**config.mk**
```make
export PLATFORM = sky130hd
export DESIGN_NAME = id_scoreboard
export DESIGN_NICKNAME = d
export VERILOG_FILES = /design/src/rtl/dlx_pkg.sv /design/src/rtl/instr_class_decode.sv /design/src/rtl/id_scoreboard.sv
export SDC_FILE = /design/constraint.sdc
export NUM_CORES = 1
export LEC_CHECK = 0
export ABC_AREA = 1
export BUFFER_PORTS_ARGS = -buffer_cell sky130_fd_sc_hd__buf_4
export CAP_MARGIN = 40
export CORE_MARGIN = 2
export CORE_UTILIZATION = 30
export CTS_CLUSTER_DIAMETER = 200
export CTS_CLUSTER_SIZE = 25
export DETAILED_ROUTE_END_ITERATION = 6
export GPL_TIMING_DRIVEN = 1
export HOLD_SLACK_MARGIN = 0.08
export SYNTH_ARGS = -nofsm -noshare
export SYNTH_HDL_FRONTEND = slang
export SYNTH_SLANG_ARGS = --single-unit
```
**constraint.sdc**
```tcl
create_clock -name clk -period 4.91 [get_ports clk]
set_clock_uncertainty 0.1 [all_clocks]
set_input_delay 0.982 -clock clk [delete_from_list [all_inputs] [get_ports clk]]
set_output_delay 0.982 -clock clk [all_outputs]
set_load 0.02 [all_outputs]
```
**src/rtl/dlx_pkg.sv**
```systemverilog
// Shared DLX decode definitions: opcodes, instruction field positions and drain FSM encoding.
package dlx_pkg;

   localparam logic [5:0] OP_RTYPE = 6'h00;
   localparam logic [5:0] OP_J     = 6'h02;
   localparam logic [5:0] OP_JAL   = 6'h03;
   localparam logic [5:0] OP_BEQ   = 6'h04;
   localparam logic [5:0] OP_BNE   = 6'h05;
   localparam logic [5:0] OP_ADDI  = 6'h08;
   localparam logic [5:0] OP_ADDUI = 6'h09;
   localparam logic [5:0] OP_SUBI  = 6'h0A;
   localparam logic [5:0] OP_SUBUI = 6'h0B;
   localparam logic [5:0] OP_ANDI  = 6'h0C;
   localparam logic [5:0] OP_ORI   = 6'h0D;
   localparam logic [5:0] OP_XORI  = 6'h0E;
   localparam logic [5:0] OP_LUI   = 6'h0F;
   localparam logic [5:0] OP_LW    = 6'h23;
   localparam logic [5:0] OP_SW    = 6'h2B;

   localparam int unsigned OP_MSB = 31;
   localparam int unsigned OP_LSB = 26;
   localparam int unsigned RS_MSB = 25;
   localparam int unsigned RS_LSB = 21;
   localparam int unsigned RT_MSB = 20;
   localparam int unsigned RT_LSB = 16;
   localparam int unsigned RD_MSB = 15;
   localparam int unsigned RD_LSB = 11;

   localparam logic [4:0] REG_LINK = 5'd31;

   typedef enum logic [1:0] {
      DRN_IDLE  = 2'd0,
      DRN_DRAIN = 2'd1,
      DRN_DONE  = 2'd2
   } drain_state_t;

endpackage

```
**src/rtl/instr_class_decode.sv**
```systemverilog
// Combinational instruction classifier: which source fields are read and which GPR is written.
module instr_class_decode
   import dlx_pkg::*;
(
   input  logic [31:0] instruc,
   output logic        rs_rd_en,
   output logic        rt_rd_en,
   output logic        dest_valid,
   output logic [4:0]  dest
);

   logic [5:0] op;
   logic [4:0] rt;
   logic [4:0] rd;
   logic       has_wr;
   logic [4:0] raw_dest;
   logic       unused_bits;

   assign op          = instruc[OP_MSB:OP_LSB];
   assign rt          = instruc[RT_MSB:RT_LSB];
   assign rd          = instruc[RD_MSB:RD_LSB];
   assign unused_bits = ^{instruc[RS_MSB:RS_LSB], instruc[10:0]};

   always_comb begin
      rs_rd_en = 1'b0;
      rt_rd_en = 1'b0;
      has_wr   = 1'b0;
      raw_dest = '0;
      case (op)
         OP_RTYPE: begin
            rs_rd_en = 1'b1;
            rt_rd_en = 1'b1;
            has_wr   = 1'b1;
            raw_dest = rd;
         end
         OP_ADDI, OP_ADDUI, OP_SUBI, OP_SUBUI, OP_ANDI, OP_ORI, OP_XORI, OP_LW: begin
            rs_rd_en = 1'b1;
            has_wr   = 1'b1;
            raw_dest = rt;
         end
         OP_LUI: begin
            has_wr   = 1'b1;
            raw_dest = rt;
         end
         OP_SW, OP_BEQ, OP_BNE: begin
            rs_rd_en = 1'b1;
            rt_rd_en = 1'b1;
         end
         OP_JAL: begin
            has_wr   = 1'b1;
            raw_dest = REG_LINK;
         end
         default: ;
      endcase
   end

   // $0 is a sink: writing it is not a real destination
   assign dest_valid = has_wr & (raw_dest != 5'd0);
   assign dest       = dest_valid ? raw_dest : '0;

endmodule

```
**src/rtl/id_scoreboard.sv**
```systemverilog
// DLX ID-stage register scoreboard, hazard stall/issue control and drain handshake.
// Optional stall counter output enabled by defining ID_SCOREBOARD_STALL_CNT_EN.
module id_scoreboard
   import dlx_pkg::*;
#(
   parameter int unsigned BYPASS = 1,
   parameter int unsigned NREG   = 32
)
(
   input  logic        clk,
   input  logic        rst_n,
   input  logic        id_valid,
   input  logic [31:0] instruc,
   input  logic        flush,
   input  logic        wb_en,
   input  logic [4:0]  rw,
   input  logic        drain_req,
   output logic        stall,
   output logic        issue,
   output logic        dest_valid,
   output logic [4:0]  dest,
   output logic [31:0] busy,
   output logic        drain_ack
`ifdef ID_SCOREBOARD_STALL_CNT_EN
   ,
   output logic [31:0] stall_cnt
`endif
);

   localparam logic [31:0] TRACK_MASK =
      ((NREG >= 32) ? 32'hFFFF_FFFF : ((32'd1 << NREG) - 32'd1)) & 32'hFFFF_FFFE;

   logic [31:0]  busy_q;
   logic [31:0]  busy_nxt;
   drain_state_t state_q;
   logic         ack_q;

   logic         dec_rs_en;
   logic         dec_rt_en;
   logic         dec_dv;
   logic [4:0]   dec_dest;
   logic [4:0]   rs;
   logic [4:0]   rt;
   logic         byp_en;
   logic         rs_haz;
   logic         rt_haz;
   logic         waw_haz;
   logic         hazard;
   logic         drain_hold;

   instr_class_decode u_decode (
      .instruc    (instruc),
      .rs_rd_en   (dec_rs_en),
      .rt_rd_en   (dec_rt_en),
      .dest_valid (dec_dv),
      .dest       (dec_dest)
   );

   assign rs     = instruc[RS_MSB:RS_LSB];
   assign rt     = instruc[RT_MSB:RT_LSB];
   assign byp_en = (BYPASS != 0);

   // Write-first regfile lets a same-cycle writeback satisfy a read; never a pending write
   assign rs_haz  = dec_rs_en & busy_q[rs] & ~(byp_en & wb_en & (rw == rs));
   assign rt_haz  = dec_rt_en & busy_q[rt] & ~(byp_en & wb_en & (rw == rt));
   assign waw_haz = dec_dv & busy_q[dec_dest];
   assign hazard  = id_valid & (rs_haz | rt_haz | waw_haz);

   assign drain_hold = (state_q != DRN_IDLE);

   assign stall      = rst_n & ~flush & (hazard | (id_valid & drain_hold));
   assign issue      = rst_n & id_valid & ~hazard & ~flush & ~drain_hold;
   assign dest_valid = issue & dec_dv;
   assign dest       = dest_valid ? dec_dest : '0;
   assign busy       = busy_q;
   assign drain_ack  = ack_q;

   // Set is applied after clear so an issue to a retiring register keeps it busy
   always_comb begin
      busy_nxt = busy_q;
      if (wb_en) begin
         busy_nxt[rw] = 1'b0;
      end
      if (dest_valid) begin
         busy_nxt[dec_dest] = 1'b1;
      end
      busy_nxt = busy_nxt & TRACK_MASK;
   end

   always_ff @(posedge clk or negedge rst_n) begin
      if (!rst_n) begin
         busy_q <= '0;
      end else begin
         busy_q <= busy_nxt;
      end
   end

   always_ff @(posedge clk or negedge rst_n) begin
      if (!rst_n) begin
         state_q <= DRN_IDLE;
         ack_q   <= 1'b0;
      end else begin
         case (state_q)
            DRN_IDLE: begin
               ack_q <= 1'b0;
               if (drain_req) begin
                  state_q <= DRN_DRAIN;
               end
            end
            DRN_DRAIN: begin
               if (busy_q == '0) begin
                  state_q <= DRN_DONE;
                  ack_q   <= 1'b1;
               end
            end
            DRN_DONE: begin
               if (!drain_req) begin
                  state_q <= DRN_IDLE;
                  ack_q   <= 1'b0;
               end
            end
            default: begin
               state_q <= DRN_IDLE;
               ack_q   <= 1'b0;
            end
         endcase
      end
   end

`ifdef ID_SCOREBOARD_STALL_CNT_EN
   always_ff @(posedge clk or negedge rst_n) begin
      if (!rst_n) begin
         stall_cnt <= '0;
      end else if (stall && (stall_cnt != '1)) begin
         stall_cnt <= stall_cnt + 32'd1;
      end
   end
`endif

endmodule

```
## Yosys cells after proc, flatten, opt, wreduce, memory -nomap -nowiden

Index checks and enable logic that the tools add are counted.
Widths: inputs -> output; s select.

| operators by class | value |
|---|---|
| magnitude comparators | 6 |
| equal/unequal tests | 20 |
| muxes and demuxes | 25 |
| bitwise logic cells | 28 |
| reduce and logical (&&, ||, !) cells | 13 |

Operator list:

| cell | count |
|---|---|
| $mux 32 | 2 |
| $eq 6x4->1 const B | 8 |
| $and 32x32->32 | 1 |
| $logic_not 32->1 | 1 |
| $not 32->32 | 1 |
| $or 32x32->32 | 1 |
| $lt 5x6->1 const B | 4 |
| $and 1x1->1 | 17 |
| $bmux 1 s5 | 3 |
| $pmux 5 s3 | 1 |
| $eq 6x3->1 const B | 2 |
| $eq 6x6->1 const B | 2 |
| $reduce_or 12->1 | 1 |
| $reduce_or 11->1 | 1 |
| $demux 1 s5 | 2 |
| $eq 5x5->1 | 2 |
| $ge 5x1->1 const B | 2 |
| $mux 1 | 10 |
| $mux 5 | 2 |
| $reduce_or 9->1 | 1 |
| $eq 6x2->1 const B | 1 |
| $logic_not 6->1 | 1 |
| $mux 2 | 3 |
| $ne 2x2->1 const B | 3 |
| other kinds (13) | 20 |

| storage, ports and cells | value |
|---|---|
| register bits after elaboration | 34 |

## Depth between registers and ports, before layout

Gate-level depths: netlist of the first run.

| depth | value |
|---|---|
| depth after elaboration | 17 |
| depth in mapped cells | 18 |

## Modules after synthesis

A second synthesis of the first run with hierarchy kept.

| second synthesis, totals | value |
|---|---|
| cells, all modules | 569 |
| area, all modules | 3369.5 um^2 |

By module, submodules not included:

| module | instances | cells an instance | area an instance (um^2) | sequential area each (um^2) |
|---|---|---|---|---|
| id_scoreboard | 1 | 518 | 3119.2 | 850.8 |
| instr_class_decode | 1 | 51 | 250.2 | 0.0 |

## Least setup slack after synthesis of the first run

No wires, ideal clock.

| timing path | value |
|---|---|
| path kind | input -> output |
| from | in instruc[21] |
| to | out dest[1] |
| arrival | 2973 ps |
| data required time | 3828 ps |
| slack | 855 ps |
| stages | 14 |
| buffers on the path | 2 |
| path through | buf_2 clkbuf_1 o21ai_0 o211ai_1 nand3_1 nand2_1 nand2_1 nand2_1 o21ai_0 nor2_1 nand2_1 nor2_1 inv_2 nor2_1 |

| on the way | value |
|---|---|
| longest elaborated chain between the ends | 13 |
| elaborated cells on any way between the ends | 16 |
| those cells by class | eq/ne: 1; mux: 3; bitwise: 12 |

Ends and longest elaborated chain:

| item | line | text |
|---|---|---|
| start, declared | id_scoreboard.sv:13 | `input logic [31:0] instruc,` |
| $bmux 1 s5 or $eq 5x5->1 (tied branches) | id_scoreboard.sv:64 | `assign rs_haz = dec_rs_en & busy_q[rs] & ~(byp_en & wb_en & (rw == rs));` |
| $mux 1 (implied by the code) or $and 1x1->1 (tied branches) | id_scoreboard.sv:64 |  |
| $and 1x1->1 or $not 1->1 (tied branches) | id_scoreboard.sv:64 |  |
| $and 1x1->1 (*) | id_scoreboard.sv:64 |  |
| $or 1x1->1 (*) (2 in series) | id_scoreboard.sv:67 | `assign hazard = id_valid & (rs_haz \| rt_haz \| waw_haz);` |
| $and 1x1->1 (*) | id_scoreboard.sv:67 |  |
| $not 1->1 (*) | id_scoreboard.sv:72 | `assign issue = rst_n & id_valid & ~hazard & ~flush & ~drain_hold;` |
| $and 1x1->1 (*) (3 in series) | id_scoreboard.sv:72 |  |
| via issue | id_scoreboard.sv:19 | `output logic issue,` |
| $and 1x1->1 (*) | id_scoreboard.sv:73 | `assign dest_valid = issue & dec_dv;` |
| $mux 5 (*) | id_scoreboard.sv:74 | `assign dest = dest_valid ? dec_dest : '0;` |
| end, declared | id_scoreboard.sv:21 | `output logic [4:0] dest,` |

Mark *: on every way through the listed nets, which the timed path passes. The rest lies on a longest branch. The select of a mux whose other input is x is not followed.

## Final worst setup path of the first run

| timing path | value |
|---|---|
| from | in instruc[26] |
| to | out dest[3] |

| on the way | value |
|---|---|
| longest elaborated chain between the ends | 17 |
| elaborated cells on any way between the ends | 41 |
| those cells by class | eq/ne: 13; mux: 8; bitwise: 14; reduce/logical: 6 |

Ends and longest elaborated chain:

| item | line | text |
|---|---|---|
| $eq 6x4->1 or $eq 6x6->1 (tied branches) | instr_class_decode.sv:29 | `case (op)` |
| $reduce_or 9->1 (no line) | -- |  |
| $pmux 5 s3 | instr_class_decode.sv:29 |  |
| $reduce_bool 5->1 | instr_class_decode.sv:58 | `assign dest_valid = has_wr & (raw_dest != 5'd0);` |
| $and 1x1->1 | instr_class_decode.sv:58 |  |
| $mux 5 | instr_class_decode.sv:59 | `assign dest = dest_valid ? raw_dest : '0;` |
| $bmux 1 s5 | id_scoreboard.sv:66 | `assign waw_haz = dec_dv & busy_q[dec_dest];` |
| $mux 1 (implied by the code) | id_scoreboard.sv:66 |  |
| $and 1x1->1 | id_scoreboard.sv:66 |  |
| $or 1x1->1 | id_scoreboard.sv:67 |  |
| $and 1x1->1 | id_scoreboard.sv:67 |  |
| $not 1->1 | id_scoreboard.sv:72 |  |
| $and 1x1->1 (3 in series) | id_scoreboard.sv:72 |  |
| $and 1x1->1 | id_scoreboard.sv:73 |  |
| $mux 5 (*) | id_scoreboard.sv:74 |  |

Mark *: on every way between the ends. The rest lies on a longest branch, timed or not. The select of a mux whose other input is x is not followed.

==> results_dict.tcl, run 1 <==
set metrics [dict create \
    cts_tree "yes" \
    setup_viol 0 \
    io_pins 84 \
    tightest_slew_ns 1.01 \
    ys_seq_area_share_pct 26.5 \
    post-cts-setup-buffers 0 \
    gp_congestion 1.03 \
    die_w_um 107 \
    grt_usage_pct 21.6 \
    cts_htree_levels 2 \
    cp-end-kind "output port" \
    finalSetupTns_ns 0 \
    cts_resized 0 \
    hold_viol_final 0 \
    period_minus_slack_ns 4.52 \
    synth_area_um2 3210 \
    synthArstFlopShare_pct 100 \
    routed.top_layer "met4" \
    r2r_slack_ns 2.41 \
    wire_per_inst_um 18.3 \
    yosys.area.top_type_share_pct 26.5 \
    powerDensity_nw_per_um2 296 \
    synth-edff-count 0 \
    vias 3812 \
    hold_class "flip-flop to flip-flop" \
    synth_most_common_cell "nand2_1" \
    crit_arrival_ns 3.44 \
    maxCapViolations 0 \
    path_max_fanout 20 \
    grt_pass1_wl_um 19000 \
    path_clk_slew_ns 0.07 \
    slew_headroom_pct 32.2 \
    cts_buffer_depth 2 \
    synth_top_cell_by_area "dfrtp_1" \
    drt_first_pass_iters 5 \
    power_mw 1.17 \
    start_util_pct 31.0 \
    critPathLaunch "instruc[26]" \
    cts_buffers 5 \
    rows 37 \
    p_leak_nw 1.83 \
    synth-main-ff-cell "dfrtp_1" \
    wl_met1_um 5370 \
    drive_gt1_share_pct 24.9 \
    ys_seq_elements 34 \
    hp-start "drain_ack" \
    yosys_warnings 0 \
    ctsRootBufferMaster "clkbuf_8" \
    worstSetupPathType "primary input to output port" \
    clk_latency_ns 0.30 \
    antenna_found_initial 0 \
    grt_pass1_vias 3617 \
    die_area_um2 11500 \
    fp.dieH_um 107 \
    route.met2.wl_um 5450 \
    synth_nets 522 \
    crit_path_start_kind "primary input" \
    netlist-cell-type-count 35 \
    outcome "finished, final reports clean" \
    syn_area_per_cell_um2 6.71 \
    grt.overflow.total 0 \
    area_growth_pct 22.8 \
    core-area_um2 10400 \
    nets 588 \
    period_share_pct 92.1 \
    cts_hold_buf 0 \
    rsz0062_at_grt "no" \
    netlist_instances 479 \
    wl_met3_um 1220 \
    ys_top_cells_by_count "nand2_1 (72), nand3_1 (67), a21oi_1 (66), inv_1 (58), o21ai_0 (35)" \
    slew_violations 0 \
    drt.antenna.violating_nets 0 \
    n_fill_cell 1137 \
    grt_start_max_net_pins 36 \
    dp_hpwl_um 9380 \
    num_antenna_cells 0 \
    drt_iter0_markers 384 \
    fmax_mhz 221 \
    r2r_start "busy[21]" \
    drc 0 \
    required_ns 3.83 \
    cts.sinks 34 \
    wirelength_um 12500 \
    yosys-top-cells-area "dfrtp_1 (26%), nand3_1 (10%), a21oi_1 (10%)" \
    port_buffers 71 \
    vias_per_cell 5.59 \
    peakVddDrop_uv 137 \
]
-- worst max-delay path, stage by stage --
cell and delay [ns]:
buf_4 0.11, nor2_1 0.18, nand3_1 0.19, nor2_2 0.17
nor2_4 0.06, nand2_2 0.37, nand2_1 0.11, nand3_1 0.09
nand3_1 0.10, a21oi_1 0.19, nor2_1 0.06, nand2_1 0.15
nand2_1 0.07, nor2_1 0.17, inv_2 0.09, nor2_1 0.16
buf_4 0.17
-- path summary, 6_finish.rpt --
check,to,cells past startpoint
worst max-delay path,dest[3],17
worst min-delay path,drain_ack,2
worst max register to register,busy[12],12
worst min register to register,drain_ack,2
max in group asynchronous,state_q[0],1
min in group asynchronous,busy[22],1
-- layout make-up --
| type | instances | area (µm²) | share of cell area (%) |
|---|---|---|---|
| inverter | 66 | 248 | 6.28 |
| multi-input combinational | 360 | 2000 | 50.7 |
| clock buffer | 7 | 86.3 | 2.19 |
| tap | 136 | 170 | 4.31 |
| sequential | 34 | 851 | 21.6 |
| clock inverter | 1 | 5.00 | 0.127 |
| timing repair buffer | 78 | 586 | 14.8 |
-- state kept, by name, summed over array words and instances, names as in the netlist --
signal,cells
busy,31
drain_ack,1
state_q,2
-- layer usage --
| layer | global-route usage (%) | vias up |
|---|---|---|
| li1 | - | 1766 |
| met1 | 28.9 | 1766 |
| met2 | 32.8 | 239 |
| met3 | 4.06 | 41 |
| met4 | 11.5 | 0 |
| met5 | 0 | - |
-- kinds of logic after synthesis --
kind of cell    synth area share [%]
other cells                    0.117
compound gates                  30.0
buf+inv                         11.3
flops                           26.5
simple gates                    31.8
xor+xnor                       0.273
-- stage by stage --
| stage | hold WS [ns] | std cells | utilization (%) | instance area [µm²] | worst slack, ns |
|---|---|---|---|---|---|
| 2_1_floorplan | 0.419 | 479 | - | 3210 | 0.855 |
| 3_3_place_gp | 0.438 | 673 | 37.1 | 3840 | 0.509 |
| 3_5_place_dp | 0.442 | 674 | 37.2 | 3850 | 0.458 |
| 4_1_cts | 0.458 | 682 | 38.0 | 3940 | 0.441 |
| 5_1_grt | 0.486 | 682 | 38.0 | 3940 | 0.188 |
| 6_report | 0.449 | 682 | 38.0 | 3940 | 0.390 |
-- placed cells by master, fill, tap and decap left out, types with 2 or more instances in the layout --
cell type	synthesis	routed
nor2_1	29	29
nor3_1	14	14
o21bai_1	3	3
inv_2	7	7
nand2_1	72	72
nor4_1	6	6
inv_1	58	58
a21oi_1	66	66
dfrtp_1	34	34
o2111ai_1	2	2
o21ai_0	35	35
nand4_1	7	7
nor2_2	3	3
nor2_4	3	3
nand3_1	67	67
o21ai_1	4	4
nand2_2	2	2
nand3_2	3	3
clkbuf_8	0	6
buf_4	2	78
o22ai_1	2	2
o211ai_1	5	5
o21bai_2	28	28
-- power by group --
group | internal [mW] | switching, mW
sequential | 0.338 | 0.0713
combinational | 0.219 | 0.320
clock | 0.113 | 0.106
total | 0.670 | 0.497
No activity file was read; power rests on OpenSTA's default activity.
==> run 2, diff against run 1 <==
BUFFER_PORTS_ARGS = -buffer_cell sky130_fd_sc_hd__buf_2   (was -buffer_cell sky130_fd_sc_hd__buf_4)
==> run 2 against run 1 <==
Sequential share of layout area up 0.63 points. Non-clock buffer count rose by 8. Largest cell class unchanged. Maximum frequency grew 2.1%. Count of clock-buffer cells in the layout shrank 1. Total power shrank 3.9%. First-iteration DRC count up 22%. Flip-flop and latch count unchanged. Sequential power is 1% lower. Hold slack worse by 0.014 ns. Clock power decreased by 4%. Core utilization is 1.1 points lower.
==> results_dict.tcl, run 2 (synthesis gave the netlist of run 1 again) <==
set metrics [dict create \
    area_growth_pct 19.3 \
    cts_htree_levels 2 \
    path_max_fanout 10 \
    port_buffers 71 \
    grt_pass1_wl_um 20200 \
    drc 0 \
    start_util_pct 31.0 \
    tightest_slew_ns 0.857 \
    worstSetupPathType "primary input to output port" \
    num_antenna_cells 0 \
    io_pins 84 \
    cts_buffer_depth 2 \
    drt_first_pass_iters 5 \
    p_leak_nw 1.81 \
    fmax_mhz 226 \
    drt_iter0_markers 470 \
    clk_latency_ns 0.29 \
    drt.antenna.violating_nets 0 \
    nets 596 \
    met2_usage_pct 36.9 \
    cts_tree "yes" \
    cpPeakStageDelay_ns 0.24 \
    powerDensity_nw_per_um2 293 \
    maxCapViolations 0 \
    cp_slowest_cell "nand3_2" \
    ctsRootBufferMaster "clkbuf_8" \
    grt.overflow.total 0 \
    grt_util_met1_pct 29.7 \
    wirelength_um 13300 \
    die_w_um 107 \
    vias 3864 \
    post-cts-setup-buffers 0 \
    setup_viol 0 \
    grt_pass1_vias 3734 \
    period_share_pct 90.2 \
    vias_per_cell 5.62 \
    gp_congestion 0.973 \
    required_ns 3.83 \
    core-area_um2 10400 \
    rows 37 \
    grt_start_max_net_pins 35 \
    preCtsSetupSlack_ns 0.572 \
    drive_gt1_share_pct 26.1 \
    fp.dieH_um 107 \
    peakVddDrop_uv 104 \
    slew_headroom_pct 42.7 \
    period_minus_slack_ns 4.43 \
    outcome "finished, final reports clean" \
    busiest_layer "met2" \
    dp_hpwl_um 9870 \
    crit_arrival_ns 3.35 \
    slew_violations 0 \
    cts.sinks 34 \
    cts_resized 0 \
    wire_per_inst_um 19.3 \
    hold_viol_final 0 \
    final_common_cell "nand2_1" \
    finalSetupTns_ns 0 \
    crit_path_start_kind "primary input" \
    antenna_found_initial 0 \
    grt_usage_pct 22.9 \
    hold_class "flip-flop to flip-flop" \
    die_area_um2 11500 \
    cp-end-kind "output port" \
    final.setup.worst_slack_ns 0.481 \
    path_clk_slew_ns 0.06 \
    final_util_pct 37.0 \
    cts_buffers 5 \
    largest_reg_flops 31 \
    use_met3_pct 4.96 \
    layout_common_cells "nand2_1 (72), buf_2 (71), nand3_1 (67)" \
    rsz0062_at_grt "no" \
    path_cells "buf_2, nor2_4, nand3_2, nand2_4, nand2_1, nand3_2, inv_2, nand3_1, nand3_1, a21oi_1, nor2_1, nand2_1, nand2_1, nor2_1, inv_2, nor2_1, buf_2" \
    cts_hold_buf 0 \
]
[run 2: final cells by class]
| class | count | area (µm²) |
|---|---|---|
| tap | 136 | 170 |
| sequential | 34 | 851 |
| fill | 1162 | 6540 |
| multi-input combinational | 360 | 2000 |
| inverter | 66 | 248 |
| clock buffer | 6 | 82.6 |
| timing repair buffer | 86 | 478 |
[run 2: worst max-delay path: cells and delay by family]
kind / cells / cell delay, ns
simple gates: 12 / 1.51
buf+inv: 4 / 0.60
compound gates: 1 / 0.24
[run 2: worst paths after layout]
path	startpoint	end	slack (ns)	cells past startpoint
max	instruc[29]	dest[4]	0.48	17
min	drain_ack	drain_ack	0.43	2
max reg2reg	busy[2]	busy[2]	2.46	12
min reg2reg	drain_ack	drain_ack	0.43	2
max in group asynchronous	rst_n	state_q[0]	3.72	2
min in group asynchronous	rst_n	busy[23]	0.66	2
[run 2: power by group]
group          switching (mW)  internal [mW]
Clock                   0.102          0.108
Combinational           0.321          0.185
Sequential             0.0670          0.338
[run 2: through the flow]
step / area, µm² / hold slack [ns] / instances / total power [mW]
final: 3830 / 0.435 / 688 / 1.12
after global routing: 3830 / 0.511 / 688 / 1.19
after CTS: 3830 / 0.444 / 687 / 1.12
after detailed placement: 3740 / 0.429 / 681 / 0.906
after global placement: 3730 / 0.430 / 679 / 0.899
after floorplan: 3210 / 0.419 / 479 / 0.718
[run 2: layer usage]
metal	wire (µm)	part of all wire, %
met5	0	0
met4	463	3.5
met3	1380	10
met2	5910	44
met1	5540	42
==> run 3, diff against run 2 <==
clock period = 3.83 ns   (was 4.91 ns; I/O delays follow)
==> run 3 against run 2 <==
First-iteration DRC count shrank 6.0%. Die area is the same. Via count grew 1.5%. Register-to-register slack lost 0.99 ns. Sequential share of layout area shrank 0.89 points. Largest cell class unchanged. Total power grew 32%. Cell area grew 4.2%. Clock power grew 35%. Wire length shrank 4.1%. Sequential power grew 30%. Setup slack lost 0.35 ns. Critical endpoint is now dest[3]. Hold slack gained 0.0051 ns.
==> results_dict.tcl, run 3 (synthesis gave the netlist of run 1 again) <==
set metrics [dict create \
    die_area_um2 11500 \
    slew_headroom_pct 43.3 \
    io_pins 84 \
    place_inst 688 \
    drc 0 \
    maxCapViolations 0 \
    drt_iter0_markers 442 \
    fin_cells 706 \
    drive_gt1_share_pct 29.3 \
    port_buffers 71 \
    fp.dieH_um 107 \
    cts_htree_levels 2 \
    r2r.worst_path.cells 13 \
    r2r_start "busy[4]" \
    critPathLaunch "instruc[27]" \
    p_leak_nw 1.89 \
    path_max_fanout 7 \
    grt_pass1_vias 3715 \
    required_ns 2.96 \
    cts.sinks 34 \
    start_util_pct 31.0 \
    period_minus_slack_ns 3.70 \
    path_clk_slew_ns 0.07 \
    nets 612 \
    final.setup.worst_slack_ns 0.133 \
    clk_latency_ns 0.29 \
    ctsRootBufferMaster "clkbuf_8" \
    setup_viol 0 \
    hold_viol_final 0 \
    endpoint "dest[3]" \
    powerDensity_nw_per_um2 370 \
    grt_usage_pct 21.7 \
    grt.overflow.total 0 \
    preCtsSetupSlack_ns 0.0978 \
    cp-end-kind "output port" \
    die_w_um 107 \
    rows 37 \
    final_common_cell "nand2_1" \
    final_util_pct 38.5 \
    cts_buffer_depth 2 \
    crit_arrival_ns 2.83 \
    wire_per_inst_um 18.1 \
    crit_path_start_kind "primary input" \
    tightest_slew_ns 0.848 \
    drt.antenna.violating_nets 0 \
    worstSetupPathType "primary input to output port" \
    drt_first_pass_iters 6 \
    cts_hold_buf 0 \
    core-area_um2 10400 \
    gp_congestion 1.01 \
    antenna_found_initial 0 \
    largest_reg_flops 31 \
    period_share_pct 96.5 \
    r2r_slack_ns 1.47 \
    vias_per_cell 5.55 \
    area_growth_pct 24.3 \
    wirelength_um 12700 \
    reg2reg_to "busy[12]" \
    cts_buffers 5 \
    fmax_mhz 270 \
    vias 3921 \
    outcome "finished, final reports clean" \
    slew_violations 0 \
    grt_pass1_wl_um 19500 \
    grt_start_max_net_pins 35 \
    num_antenna_cells 0 \
    hold_class "primary input to async pin" \
    rsz0062_at_grt "yes" \
    peakVddDrop_uv 126 \
    cts_tree "yes" \
    dp_hpwl_um 9700 \
    layout_common_cells "nand2_1 (72), buf_2 (68), nand3_1 (66), a21oi_1 (66), inv_1 (57)" \
]
-- run 3: changes by cell type in the layout (fill, tap and decap cells not counted), moves of 3 or more --
cell,delta
buf_2,-3
nor2_2,+5
nor2_1,-5
buf_4,+19
-- run 3: per-layer routing --
layer / track usage (%) / share of wire (%) / up-vias
met1: 30.4 / 43 / 1832
met5: 0 / 0 / -
met2: 33.1 / 44 / 233
met3: 3.33 / 9.7 / 35
li1: - / - / 1821
met4: 9.16 / 3.1 / 0
-- run 3: worst min-delay path by stage --
stage	endpoint	slack [ns]	startpoint
after floorplan	busy[10]	0.37	rst_n
after global placement	drain_ack	0.43	drain_ack
after detailed placement	drain_ack	0.44	drain_ack
after CTS	drain_ack	0.45	drain_ack
after global routing	busy[20]	0.50	rst_n
final	busy[22]	0.44	rst_n
-- run 3: area by class of cell --
cell class,count,area [µm²]
clock buffers,7,86.3
clock inverters,1,5.00
fillers,1140,6380
inverters,66,251
multi-input cells,360,2020
flip-flops and latches,34,851
well taps,136,170
repair buffers,102,606
-- run 3: report_power, final --
group	leakage (nW)	switching [mW]	total (mW)	internal [mW]
combinational	1.44	0.418	0.667	0.249
sequential	0.406	0.0936	0.526	0.433
clock	0.0482	0.138	0.283	0.145
-- run 3: repair_timing --
| item | in CTS | in global routing |
|---|---|---|
| setup buffers | 0 | 9 |
| endpoints found under the setup margin | 0 | 5 |
| gates resized for setup | 0 | 11 |
-- run 3: worst max-delay path, cell delays in order --
cell and delay (ns):
buf_2 0.12, nand2_1 0.08, inv_1 0.08, nand3_2 0.11, nand2_4 0.09, buf_4 0.15
a21oi_4 0.24, inv_2 0.13, nor2_2 0.15, nand3_1 0.08, nand3_1 0.08, nor2_1 0.06
nand2_1 0.10, nand2_1 0.08, nor2_2 0.12, inv_2 0.08, nor2_1 0.15, buf_4 0.17
-- run 3: per-stage QoR --
step                hold WS (ns)  area [µm²]  TNS, ns  total power, mW
floorplan                  0.370        3210        0            0.921
global placement           0.432        3790        0             1.17
detailed placement         0.436        3790        0             1.17
CTS                        0.452        3880        0             1.46
global route               0.496        3990  -0.0532             1.56
finish                     0.440        3990        0             1.48
